[config.mk]
export PLATFORM = sky130hd
export DESIGN_NAME = sub32_ser4
export DESIGN_NICKNAME = d
export VERILOG_FILES = /design/src/rtl/sub32_ser4.sv
export SDC_FILE = /design/constraint.sdc
export NUM_CORES = 1
export LEC_CHECK = 0
export CAP_MARGIN = 20
export CORE_MARGIN = 3
export CORE_UTILIZATION = 41
export DETAILED_ROUTE_END_ITERATION = 6
export DONT_BUFFER_PORTS = 1
export RECOVER_POWER = 25
export SYNTH_ARGS = -nofsm -noshare
export SYNTH_HDL_FRONTEND = slang
export SYNTH_SLANG_ARGS = --single-unit
[constraint.sdc]
create_clock -name clk -period 3.79 [get_ports clk]
set_input_delay 0.758 -clock clk [delete_from_list [all_inputs] [get_ports clk]]
set_output_delay 0.758 -clock clk [all_outputs]
set_load 0.005 [all_outputs]
[src/rtl/sub32_ser4.sv]
// Serial 32-bit subtractor: computes a - b as a + ~b + 1, one 4-bit nibble per
// clock through a single add slice and a carry flop; result valid on done.
module sub32_ser4 (
  input  logic        clk,
  input  logic        reset,
  input  logic        start,
  input  logic [31:0] a,
  input  logic [31:0] b,
  output logic        busy,
  output logic        done,
  output logic [31:0] d,
  output logic        borrow,
  output logic        ovf,
  output logic        zero
);

  typedef enum logic [1:0] {
    IDLE = 2'd0,
    RUN  = 2'd1,
    DONE = 2'd2
  } state_t;

  state_t      state_q, state_d;
  logic [2:0]  cnt_q, cnt_d;
  logic        carry_q, carry_d;
  logic [31:0] a_q, a_d;
  logic [31:0] b_q, b_d;
  logic [31:0] d_q, d_d;
  logic        borrow_q, borrow_d;
  logic        ovf_q, ovf_d;
  logic        zero_q, zero_d;

  logic [3:0]  a_nib, b_nib;
  logic [4:0]  nib_sum;

  // The one shared 4-bit slice; cnt selects which nibble passes through it.
  assign a_nib   = a_q[{cnt_q, 2'b00} +: 4];
  assign b_nib   = b_q[{cnt_q, 2'b00} +: 4];
  assign nib_sum = {1'b0, a_nib} + {1'b0, ~b_nib} + {4'd0, carry_q};

  always_comb begin
    // NOTE: every signal gets a default before the case so no path leaves it
    // unassigned; otherwise synthesis infers a latch to hold the old value.
    state_d  = state_q;
    cnt_d    = cnt_q;
    carry_d  = carry_q;
    a_d      = a_q;
    b_d      = b_q;
    d_d      = d_q;
    borrow_d = borrow_q;
    ovf_d    = ovf_q;
    zero_d   = zero_q;

    unique case (state_q)
      IDLE: begin
        if (start) begin
          a_d      = a;
          b_d      = b;
          carry_d  = 1'b1;
          cnt_d    = 3'd0;
          d_d      = 32'd0;
          borrow_d = 1'b0;
          ovf_d    = 1'b0;
          zero_d   = 1'b0;
          state_d  = RUN;
        end
      end
      RUN: begin
        d_d[{cnt_q, 2'b00} +: 4] = nib_sum[3:0];
        carry_d = nib_sum[4];
        if (cnt_q == 3'd7) begin
          // Flags use the nibble being stored now, since d_q lacks it yet.
          borrow_d = ~nib_sum[4];
          ovf_d    = (a_q[31] != b_q[31]) && (nib_sum[3] != a_q[31]);
          zero_d   = (d_q[27:0] == 28'd0) && (nib_sum[3:0] == 4'd0);
          state_d  = DONE;
        end else begin
          cnt_d = cnt_q + 3'd1;
        end
      end
      DONE: begin
        state_d = IDLE;
      end
      default: begin
        state_d = IDLE;
      end
    endcase
  end

  always_ff @(posedge clk) begin
    // NOTE: non-blocking assignments so every flop samples pre-edge values,
    // independent of statement order within this block.
    if (reset) begin
      state_q  <= IDLE;
      cnt_q    <= 3'd0;
      carry_q  <= 1'b0;
      a_q      <= 32'd0;
      b_q      <= 32'd0;
      d_q      <= 32'd0;
      borrow_q <= 1'b0;
      ovf_q    <= 1'b0;
      zero_q   <= 1'b0;
    end else begin
      state_q  <= state_d;
      cnt_q    <= cnt_d;
      carry_q  <= carry_d;
      a_q      <= a_d;
      b_q      <= b_d;
      d_q      <= d_d;
      borrow_q <= borrow_d;
      ovf_q    <= ovf_d;
      zero_q   <= zero_d;
    end
  end

  assign busy   = (state_q != IDLE);
  assign done   = (state_q == DONE);
  assign d      = d_q;
  assign borrow = borrow_q;
  assign ovf    = ovf_q;
  assign zero   = zero_q;

endmodule

==> impl_results.md <==
- Status: complete, no violations
- Clock Sinks: 105
- Die area: 0.01257 mm^2
- Synth async-reset ratio: 0%
- Routed vias/inst: 5.604
- Total GRT Usage: 18.77%
- Count leader, synth: nand2_1
- Fin. Hold Viols: 0
- Final Wtd Congestion: 0.8352
- Crit. End Element: register
- Register area share after synthesis: 45.52%
- Die outline width: 112.1 um
- Vias in the first global route: 3,620
- Setup repair after global routing missed its margin: no
- Least-Margin Pin Slew: 0.9515 ns
- CTS max path bufs: 2
- WS Path Type: register to register
- Reg2Reg Depth: 10
- Post-synthesis cell area: 0.004618 mm^2
- CP Launch Type: register
- Utilization after layout: 45.42%
- Dominant cells by area after synthesis: dfxtp_1 (46%), nand2_1 (12%), mux4_2 (7.8%)
- Router iterations before antenna repair: 6
- Antenna viol nets, final: 0
- Max cap viols: 0
- Dominant synthesized flop cell: dfxtp_1
- Cts repair resizes: 0
- First-pass GRT wire length: 19.01 mm
- Total CTS buffers: 9
- CTS tree: done
- Die height: 112.1 um
- Row cnt: 38
- Post-CTS Repair Setup Buffers: 0
- # IOs: 104
- Rel. slew slack: 36.34%
- Share of cells above drive strength 1: 8.863%
- Clock slew seen by the registers of the worst setup and hold paths: 0.06 ns
- Drt first-iter violations: 404
- Drt drc: 0
- Vias: 3,693
- Max Freq: 0.2983 GHz
- Final net count: 592
- Post-synth top area share: 45.52%
- Effective utilization at floorplan: 42.23%
- Final Setup Violations: 0
- Static leakage: 1.824 nW
- Clk_skew: 0.007608 ns
- Core Area: 0.01094 mm^2
- Post-synth top area cell: dfxtp_1
- Final HPWL DP: 8.418 mm
- Fillers: 1,108
- Syn Area/Cell: 8.697 um^2
- Cells after Synth: 531
- Crit-path max FO: 10
- Max Slew Vio Count: 0
- Power Density: 486.0 mW/mm^2
- Routed WL: 11.71 mm
- Total gr overflow: 0
- FF+latch count, synth: 105
- Synth Net Count: 609
- Fin crit period: 3.353 ns
- Largest net degree at the start of global routing: 107
- Drt wl/cell: 17.76 um
- IO buf count: 0
- Post-synth top cells: nand2_1 (145), dfxtp_1 (105), a21oi_1 (69), nor2_1 (40), a22oi_1 (20)
- Post-synth EDFFs: 0
- Hold path depth: 2
- Setup_tns: 0 ns
- Warnings from Yosys: 0
- Netlist cell types: 50
- Worst VDD drop: 313.9 uV
- # hold bufs at CTS: 0
- Worst min path class: register to register
- Initial antenna violation count: 0
- H-tree depth: 3
- Arrival time at the worst endpoint: 3.64 ns
- Critical path required time: 4.08 ns
- Clk Latency, worst-skew pair: 0.34 ns
- Antenna fix cells: 0
- Period utilisation layout: 88.46%
- Root Buffer: clkbuf_16
- Synth-to-Final Area Change: 7.559%
==> area by class of cell <==
class	count	area (um^2)	area share [%]
clock buffer	12	236.5	4.761
clock inverter	4	52.55	1.058
inverter	8	30.03	0.6045
multi-input combinational	383	2318	46.68
sequential	105	2102	42.32
tap	140	175.2	3.526
timing repair buffer	7	52.55	1.058
==> power breakdown <==
group / switching (mW) / internal [mW]
clock: 0.400 / 0.516
combinational: 0.194 / 0.116
sequential: 0.0364 / 1.15
total: 0.630 / 1.78
==> registers in the layout, indices dropped and copies added (netlist names) <==
signal and cells:
a_q 32, b_q 32, borrow 1, carry_q 1, cnt_q 3, d 32
ovf 1, state_q 2, zero 1
==> cells in the final DEF (no fill, tap or decap), types with 2 or more instances in the layout <==
cell	netlist	routed
nor2_1	40	40
and3b_1	2	2
buf_4	2	7
clkbuf_1	18	3
nor4_1	8	8
nand2_1	145	144
nor3_1	4	4
dfxtp_1	105	105
nand4b_1	2	2
mux4_2	16	16
inv_1	7	7
a32oi_1	6	6
a21oi_4	3	3
fa_1	2	2
a31oi_1	5	5
ha_1	9	9
a21oi_1	69	69
or3_1	2	2
nand3_1	10	10
mux2i_1	6	6
nand4_1	5	5
nor3b_1	3	3
nor2b_1	5	5
clkbuf_16	0	9
a22oi_1	20	20
==> cell families (layout without fill, tap and decap cells) <==
logic type	count (synthesis)	after routing	synth area share [%]
xor+xnor	1	1	0.1897
buf+inv	43	31	4.362
compound gates	113	113	15.20
mux	22	22	9.103
simple gates	236	236	22.33
fa+ha+maj	11	11	3.305
flops	105	105	45.52
==> worst paths after layout <==
| kind | from | endpoint | slack (ns) |
|---|---|---|---|
| setup reg to reg | cnt_q[0] | zero | 0.44 |
| hold / removal | b_q[0] | b_q[0] | 0.45 |
| setup / recovery | cnt_q[0] | zero | 0.44 |
| hold reg to reg | b_q[0] | b_q[0] | 0.45 |
==> critical path, cell delays in order (launching register included) <==
cell,delay [ns]
dfxtp_1,0.71
mux4_2,0.59
nand2_1,0.08
nand2_1,0.07
fa_1,0.41
inv_1,0.09
fa_1,0.57
nor4_1,0.32
nand4_1,0.13
nor3_1,0.20
a22o_1,0.14
==> stage by stage <==
step | instance area, um^2 | instances | total power [mW] | setup slack (ns) | hold WS [ns]
finish | 4967 | 659 | 2.414 | 0.4372 | 0.4484
global route | 4967 | 659 | 2.520 | 0.2249 | 0.4622
CTS | 4967 | 659 | 2.441 | 0.4143 | 0.4512
detailed placement | 4678 | 643 | 1.525 | 0.4402 | 0.4420
global placement | 4678 | 643 | 1.517 | 0.5789 | 0.4338
floorplan | 4618 | 531 | 1.448 | 0.6087 | 0.4331
==> routing by layer <==
| metal | GRT usage (%) | part of all wire [%] | vias up |
|---|---|---|---|
| li1 | - | - | 1822 |
| met1 | 26.14 | 46 | 1736 |
| met2 | 27.97 | 45 | 118 |
| met3 | 5.175 | 6.6 | 17 |
| met4 | 6.891 | 2.0 | 0 |
| met5 | 0 | 0 | - |
Power figures use the tool's default switching activity.
